===== src/rtl/fad4_seq_arb_if.sv =====
// -----------------------------------------------------------------------------
// fad4_seq_arb_if
// Bundles the requester handshakes, operands and result bus of the
// nibble-serial add/subtract sequencer.
//
// Parameter:
//   NIB     : nibbles per operation, operand width W = 4*NIB
// Signals:
//   REQ0/1, SUB0/1, A0_IN/B0_IN, A1_IN/B1_IN : requester side -> sequencer
//   GNT0/1, BUSY, DONE, DONE_ID, S, CO, OVF   : sequencer -> requester side
// Modports:
//   master : the requester side (drives requests and operands)
//   slave  : the sequencer (drives grants and results)
// -----------------------------------------------------------------------------
interface fad4_seq_arb_if #(
  parameter int NIB = 4
) ();
  localparam int W = 4 * NIB;

  logic         REQ0;
  logic         REQ1;
  logic         SUB0;
  logic         SUB1;
  logic [W-1:0] A0_IN;
  logic [W-1:0] B0_IN;
  logic [W-1:0] A1_IN;
  logic [W-1:0] B1_IN;

  logic         GNT0;
  logic         GNT1;
  logic         BUSY;
  logic         DONE;
  logic         DONE_ID;
  logic [W-1:0] S;
  logic         CO;
  logic         OVF;

  modport master (
    output REQ0, REQ1, SUB0, SUB1, A0_IN, B0_IN, A1_IN, B1_IN,
    input  GNT0, GNT1, BUSY, DONE, DONE_ID, S, CO, OVF
  );

  modport slave (
    input  REQ0, REQ1, SUB0, SUB1, A0_IN, B0_IN, A1_IN, B1_IN,
    output GNT0, GNT1, BUSY, DONE, DONE_ID, S, CO, OVF
  );
endinterface


===== src/rtl/fad4_seq_arb.sv =====
// -----------------------------------------------------------------------------
// fad4_seq_arb
// Nibble-serial add/subtract sequencer. Two requesters share one 4-bit
// full-add slice; a granted W-bit operation is pushed through the slice one
// nibble per clock, LSB first, with a registered carry between nibbles.
// Round-robin arbitration (1-bit pointer) picks between simultaneous requests.
//
// Optional feature macro: FAD4_SEQ_OVF_EN
//   defined   : OVF is the registered signed-overflow flag of the result
//   undefined : no overflow logic, OVF is tied to 0
//
// Parameter:
//   NIB : nibbles per operation (2..8), W = 4*NIB
// Ports:
//   CLK : clock, rising edge
//   RST : synchronous active-high reset, discards any in-flight operation
//   bus : fad4_seq_arb_if.slave
//         in  REQ0/1, SUB0/1, A0_IN/B0_IN, A1_IN/B1_IN
//         out GNT0/1 (1-cycle capture pulse), BUSY, DONE (1-cycle pulse),
//             DONE_ID, S, CO, OVF (held until the next DONE)
// -----------------------------------------------------------------------------
module fad4_seq_arb #(
  parameter int NIB = 4
) (
  input  logic           CLK,
  input  logic           RST,
  fad4_seq_arb_if.slave  bus
);
  localparam int W  = 4 * NIB;
  localparam int KW = $clog2(NIB);

  typedef enum logic [1:0] {
    ST_IDLE = 2'd0,
    ST_RUN  = 2'd1,
    ST_DONE = 2'd2
  } state_t;

  state_t        r_state;
  state_t        w_state_next;

  logic          r_ptr;       // requester that wins a tie
  logic          r_owner;     // requester of the operation in flight
  logic [W-1:0]  r_a;         // shifts right one nibble per RUN cycle
  logic [W-1:0]  r_b;         // captured B, already inverted for SUB
  logic          r_carry;
  logic [KW-1:0] r_k;
  logic [W-1:0]  r_shift;     // sum nibbles enter at the top
  logic          r_gnt0;
  logic          r_gnt1;
  logic [W-1:0]  r_s;
  logic          r_co;
  logic          r_done_id;

  logic          w_any_req;
  logic          w_pick;
  logic          w_grant;
  logic          w_last;
  logic [3:0]    w_sum;
  logic          w_cout;

  // ---------------------------------------------------------------------------
  // Arbitration: only sampled in IDLE and DONE.
  // ---------------------------------------------------------------------------
  assign w_any_req = bus.REQ0 | bus.REQ1;
  assign w_pick    = (bus.REQ0 & bus.REQ1) ? r_ptr : bus.REQ1;
  assign w_grant   = w_any_req && ((r_state == ST_IDLE) || (r_state == ST_DONE));
  assign w_last    = (r_state == ST_RUN) && (r_k == KW'(NIB - 1));

  // ---------------------------------------------------------------------------
  // The shared 4-bit ripple full-add slice on the low nibbles.
  // ---------------------------------------------------------------------------
  always_comb begin
    logic v_c;
    w_sum = 4'd0;
    v_c   = r_carry;
    for (int i = 0; i < 4; i++) begin
      w_sum[i] = r_a[i] ^ r_b[i] ^ v_c;
      v_c      = (r_a[i] & r_b[i]) | (v_c & (r_a[i] ^ r_b[i]));
    end
    w_cout = v_c;
  end

  // ---------------------------------------------------------------------------
  // FSM
  // ---------------------------------------------------------------------------
  always_ff @(posedge CLK) begin
    if (RST) begin
      r_state <= ST_IDLE;
    end else begin
      r_state <= w_state_next;
    end
  end

  always_comb begin
    w_state_next = r_state;
    case (r_state)
      ST_IDLE: if (w_any_req) w_state_next = ST_RUN;
      ST_RUN:  if (w_last)    w_state_next = ST_DONE;
      ST_DONE: w_state_next = w_any_req ? ST_RUN : ST_IDLE;
      default: w_state_next = ST_IDLE;
    endcase
  end

  // ---------------------------------------------------------------------------
  // Datapath
  // ---------------------------------------------------------------------------
  always_ff @(posedge CLK) begin
    if (RST) begin
      r_ptr     <= 1'b0;
      r_owner   <= 1'b0;
      r_a       <= '0;
      r_b       <= '0;
      r_carry   <= 1'b0;
      r_k       <= '0;
      r_shift   <= '0;
      r_gnt0    <= 1'b0;
      r_gnt1    <= 1'b0;
      r_s       <= '0;
      r_co      <= 1'b0;
      r_done_id <= 1'b0;
    end else begin
      r_gnt0 <= 1'b0;
      r_gnt1 <= 1'b0;
      if (w_grant) begin
        // Subtraction is A + ~B + 1: invert B here and seed the carry with 1.
        if (w_pick) begin
          r_a     <= bus.A1_IN;
          r_b     <= bus.SUB1 ? ~bus.B1_IN : bus.B1_IN;
          r_carry <= bus.SUB1;
          r_gnt1  <= 1'b1;
        end else begin
          r_a     <= bus.A0_IN;
          r_b     <= bus.SUB0 ? ~bus.B0_IN : bus.B0_IN;
          r_carry <= bus.SUB0;
          r_gnt0  <= 1'b1;
        end
        r_owner <= w_pick;
        r_ptr   <= ~w_pick;
        r_k     <= '0;
      end else if (r_state == ST_RUN) begin
        r_a     <= {4'd0, r_a[W-1:4]};
        r_b     <= {4'd0, r_b[W-1:4]};
        r_carry <= w_cout;
        r_shift <= {w_sum, r_shift[W-1:4]};
        r_k     <= r_k + KW'(1);
        if (w_last) begin
          r_s       <= {w_sum, r_shift[W-1:4]};
          r_co      <= w_cout;
          r_done_id <= r_owner;
        end
      end
    end
  end

`ifdef FAD4_SEQ_OVF_EN
  // On the last nibble r_a[3]/r_b[3] hold the operand sign bits and
  // w_sum[3] is the result sign bit.
  logic r_ovf;
  always_ff @(posedge CLK) begin
    if (RST) begin
      r_ovf <= 1'b0;
    end else if (w_last) begin
      r_ovf <= (r_a[3] == r_b[3]) && (w_sum[3] != r_a[3]);
    end
  end
  assign bus.OVF = r_ovf;
`else
  assign bus.OVF = 1'b0;
`endif

  assign bus.GNT0    = r_gnt0;
  assign bus.GNT1    = r_gnt1;
  assign bus.BUSY    = (r_state != ST_IDLE);
  assign bus.DONE    = (r_state == ST_DONE);
  assign bus.DONE_ID = r_done_id;
  assign bus.S       = r_s;
  assign bus.CO      = r_co;
endmodule


===== src/flat_wrapper.sv =====
// flat-port wrapper written by rule: the top's interface ports become plain ports
module fad4_seq_arb_flat 
#(
  parameter int NIB = 4
)
  (CLK, RST, bus_REQ0, bus_REQ1, bus_SUB0, bus_SUB1, bus_A0_IN, bus_B0_IN, bus_A1_IN, bus_B1_IN, bus_GNT0, bus_GNT1, bus_BUSY, bus_DONE, bus_DONE_ID, bus_S, bus_CO, bus_OVF);
  fad4_seq_arb_if #(.NIB(NIB)) bus_i ();
  input  logic CLK;
  input  logic RST;
  input wire logic [$bits(bus_i.REQ0)-1:0] bus_REQ0;
  input wire logic [$bits(bus_i.REQ1)-1:0] bus_REQ1;
  input wire logic [$bits(bus_i.SUB0)-1:0] bus_SUB0;
  input wire logic [$bits(bus_i.SUB1)-1:0] bus_SUB1;
  input wire logic [$bits(bus_i.A0_IN)-1:0] bus_A0_IN;
  input wire logic [$bits(bus_i.B0_IN)-1:0] bus_B0_IN;
  input wire logic [$bits(bus_i.A1_IN)-1:0] bus_A1_IN;
  input wire logic [$bits(bus_i.B1_IN)-1:0] bus_B1_IN;
  output wire logic [$bits(bus_i.GNT0)-1:0] bus_GNT0;
  output wire logic [$bits(bus_i.GNT1)-1:0] bus_GNT1;
  output wire logic [$bits(bus_i.BUSY)-1:0] bus_BUSY;
  output wire logic [$bits(bus_i.DONE)-1:0] bus_DONE;
  output wire logic [$bits(bus_i.DONE_ID)-1:0] bus_DONE_ID;
  output wire logic [$bits(bus_i.S)-1:0] bus_S;
  output wire logic [$bits(bus_i.CO)-1:0] bus_CO;
  output wire logic [$bits(bus_i.OVF)-1:0] bus_OVF;
  assign bus_i.REQ0 = bus_REQ0;
  assign bus_i.REQ1 = bus_REQ1;
  assign bus_i.SUB0 = bus_SUB0;
  assign bus_i.SUB1 = bus_SUB1;
  assign bus_i.A0_IN = bus_A0_IN;
  assign bus_i.B0_IN = bus_B0_IN;
  assign bus_i.A1_IN = bus_A1_IN;
  assign bus_i.B1_IN = bus_B1_IN;
  assign bus_GNT0 = bus_i.GNT0;
  assign bus_GNT1 = bus_i.GNT1;
  assign bus_BUSY = bus_i.BUSY;
  assign bus_DONE = bus_i.DONE;
  assign bus_DONE_ID = bus_i.DONE_ID;
  assign bus_S = bus_i.S;
  assign bus_CO = bus_i.CO;
  assign bus_OVF = bus_i.OVF;
  fad4_seq_arb #(.NIB(NIB)) u_core (.CLK(CLK), .RST(RST), .bus(bus_i));
endmodule

===== config.mk =====
export PLATFORM = sky130hd
export DESIGN_NAME = fad4_seq_arb_flat
export DESIGN_NICKNAME = d
export VERILOG_FILES = /design/src/rtl/fad4_seq_arb_if.sv /design/src/rtl/fad4_seq_arb.sv /design/src/flat_wrapper.sv
export SDC_FILE = /design/constraint.sdc
export NUM_CORES = 1
export LEC_CHECK = 0
export CORE_MARGIN = 2
export CORE_UTILIZATION = 25
export DETAILED_ROUTE_END_ITERATION = 6
export PLACE_DENSITY_LB_ADDON = 0.3
export SLEW_MARGIN = 20
export SYNTH_ARGS = -nofsm -noshare
export SYNTH_HDL_FRONTEND = slang
export SYNTH_SLANG_ARGS = --single-unit

===== constraint.sdc =====
create_clock -name CLK -period 7 [get_ports CLK]
set_input_delay 1.05 -clock CLK [delete_from_list [all_inputs] [get_ports CLK]]
set_output_delay 1.05 -clock CLK [all_outputs]
set_load 0.01 [all_outputs]

==> metrics.yaml <==
die:
  fp.dieW_um: 121.1
  die_h_um: 121.1
  core_um2: 13300
  start_util_pct: 25.77
  num_rows: 42
  io_pins: 93
  die-area_um2: 14660
global_route:
  globalRouteOverflowTotal: 0
  grt_max_degree: 53
  antenna_found_initial: 0
  grt_pass1_wl_um: 15180
  grtUsageTotal_pct: 13.13
  first_global_vias: 3096
cts:
  cts_tree: "done"
  cts_buffers: 9
  cts_hold_buf: 0
  clock_tree.root_cell: "clkbuf_16"
  cts.sinks: 71
  cts_setup_buffers: 0
  htreeDepth: 3
  clock_latency_ps: 330
  clockBufferDepth: 2
  post_cts_resized: 0
  clk_pin_slew_ps: 60
drt:
  highest_layer: "met4"
  routed_wl_um: 8874
  drtPass1Iterations: 4
  avgRoutedWirePerCell_um: 13.67
  drt_first_iter_violations: 124
  drtAntennaViolNets: 0
  post-route-drc-count: 0
  via_per_inst: 4.556
  dr_wl_met3_um: 402
  vias: 2957
  met2_length_um: 4223
  met1_length_um: 4134
critical_path:
  critical_path_class: "reg -> out"
  slowest_stage: "dfxtp_1"
  reg2reg_depth: 5
  reg2reg_from: "u_core.r_state[0]$_SDFFE_PP0P_"
  cp.arrival_ps: 1980
  setup.worst_path.end: "bus_BUSY"
  worstPathCellList: "or2_2 > clkdlybuf4s50_1"
  cpPeakStageDelay_ps: 900
  cp-startpoint: "u_core.r_state[0]$_SDFFE_PP0P_"
  start_kind: "register"
  endpoint_kind: "output pin"
  worstReg2RegEnd: "u_core.r_b[0]$_SDFFE_PP0P_"
  cp_max_fo: 18
  worst_ep_required_time_ps: 5950
  r2r_slack_ps: 4490
placed_design:
  place_area_um2: 4407
  place_congestion: 0.7918
  io_buffers: 91
  dp_cells: 633
  dp_hpwl_um: 6256
yosys:
  synth_warnings: 0
  synth_cell_type_count: 41
  synth_common_cells: "71 x dfxtp_1, 52 x nand2_1, 46 x nor2_1"
  synth-edff-count: 0
  synth_flop_cell: "dfxtp_1"
  synth.net_count: 470
  synth_seq_cells: 71
  synthArstFlopShare_pct: 0
  yosysMostFrequentCell: "dfxtp_1"
  synth_top_area_cell: "dfxtp_1"
  yosysTopAreaCellShare_pct: 41.49
  yosysSeqAreaShare_pct: 41.49
  synthTopCellsByArea: "dfxtp_1 41%, nand2_1 5.7%, a21oi_1 5.1%, xor2_1 5.1%, nor2_1 5.0%"
  syn_inst: 395
  synth.avg_cell_area_um2: 8.673
  syn_area_um2: 3426
sta:
  fin_crit_ps: 3034
  tightestPinTransition_ps: 1004
  timing.fmax_mhz: 329.6
  relSlewSlack_pct: 32.88
  setup_viol: 0
  tns_ps: 0
  grt_setup_unrepaired: "no"
  finalHoldViolCount: 0
  fin_skew_ps: 5.941
  fin_crit_sh_pct: 43.34
  drv_slew: 0
layout:
  syn_to_final_growth_pct: 36.67
  final_nets: 543
  fin_cells: 649
  fillCellCount: 1363
  stdcell_area_um2: 4682
  layout-drive-gt1-share_pct: 8.879
  multiInputGateArea_um2: 1780
  layout.area.seq_um2: 1421
  diodes: 0
power_and_ir_drop:
  p_per_area_nw_per_um2: 224.4
  ir_worst_vdd_v: 0.0001369
  p_leak_nw: 1.692
min_path:
  hold_start: "u_core.r_owner$_SDFFE_PP0P_"
  hp-class: "reg -> reg"
flow_run:
  drv_cap: 0
run_status:
  status: "completed"
worst min-delay path by stage:
stage / endpoint / cells past startpoint
2_1_floorplan: u_core.bus.S[0]$_SDFFE_PP0P_ / 2
3_3_place_gp: u_core.r_shift[5]$_SDFFE_PP0P_ / 2
3_5_place_dp: u_core.bus.DONE_ID$_SDFFE_PP0P_ / 2
4_1_cts: u_core.bus.DONE_ID$_SDFFE_PP0P_ / 2
5_1_grt: u_core.bus.DONE_ID$_SDFFE_PP0P_ / 2
6_report: u_core.bus.DONE_ID$_SDFFE_PP0P_ / 2
flip-flops by register name (all words and copies together) (netlist names):
name	cells
u_core.bus.S	16
u_core.r_a	16
u_core.r_b	16
u_core.r_shift	12
u_core.r_k	2
u_core.r_state	2
u_core.bus.CO	1
u_core.bus.DONE_ID	1
u_core.bus.GNT0	1
u_core.bus.GNT1	1
u_core.r_carry	1
u_core.r_owner	1
u_core.r_ptr	1
power by group:
part / total (mW) / internal [mW] / switching [mW]
clock network: 0.418 / 0.247 / 0.170
logic: 0.181 / 0.0907 / 0.0908
registers: 0.452 / 0.432 / 0.0195
total: 1.05 / 0.770 / 0.281
worst max-delay path, delay by kind of cell, from the launching register on:
| kind | cells | cell delay [ps] |
|---|---|---|
| buffers and inverters | 1 | 530 |
| DFF | 1 | 900 |
| and+or+nand+nor | 1 | 230 |
metrics by stage:
step / hold WS, ps / total power, mW / setup WS [ps] / utilization (%)
3_3_place_gp: 443.0 / 0.6410 / 3726 / 33.15
3_5_place_dp: 447.3 / 0.6437 / 3690 / 33.15
6_report: 450.1 / 1.051 / 3966 / 35.22
2_1_floorplan: 432.1 / 0.5740 / 4789 / -
5_1_grt: 471.7 / 1.106 / 3781 / 35.22
4_1_cts: 454.3 / 1.067 / 3915 / 35.22
routing by layer:
layer  up-vias  GRT usage [%]
met3        10          3.336
met2        67          22.26
met5         -              0
met4         0          3.997
met1      1375          16.33
li1       1505              -
placed cells by master (no fill, tap or decap), types with 4 or more instances in the layout:
master and instances:
a22o_1 4, mux2i_1 5, nor2_1 46, a211oi_2 9, xnor2_1 13, a211oi_1 17
fa_1 4, a22oi_1 15, o21ai_0 18, inv_1 7, inv_2 4, a211o_1 4
dfxtp_1 71, a21oi_1 35, a2111oi_1 5, o22ai_1 5, clkbuf_16 9, buf_4 5
nor3_1 6, nand2_1 52, clkinv_2 4, clkdlybuf4s50_1 90, xor2_1 20
cells by family after synthesis:
kind of cell	count (synthesis)	synth area share (%)
muxes	5	1.461
buffers and inverters	45	6.538
AOI/OAI and AO/OA	124	25.97
and+or+nand+nor	111	13.29
other	1	0.1095
adders and majority gates	5	2.703
DFF	71	41.49
xor gates and xnor gates	33	8.437
final cells by class:
| class | count | area share (%) |
|---|---|---|
| clock inverters | 6 | 0.7750 |
| well taps | 176 | 4.703 |
| flip-flops and latches | 71 | 30.36 |
| repair buffers | 96 | 20.15 |
| clock buffers | 10 | 5.104 |
| multi-input cells | 279 | 38.03 |
| inverters | 11 | 0.8819 |
Note: power is estimated with default switching activity, not from simulation.
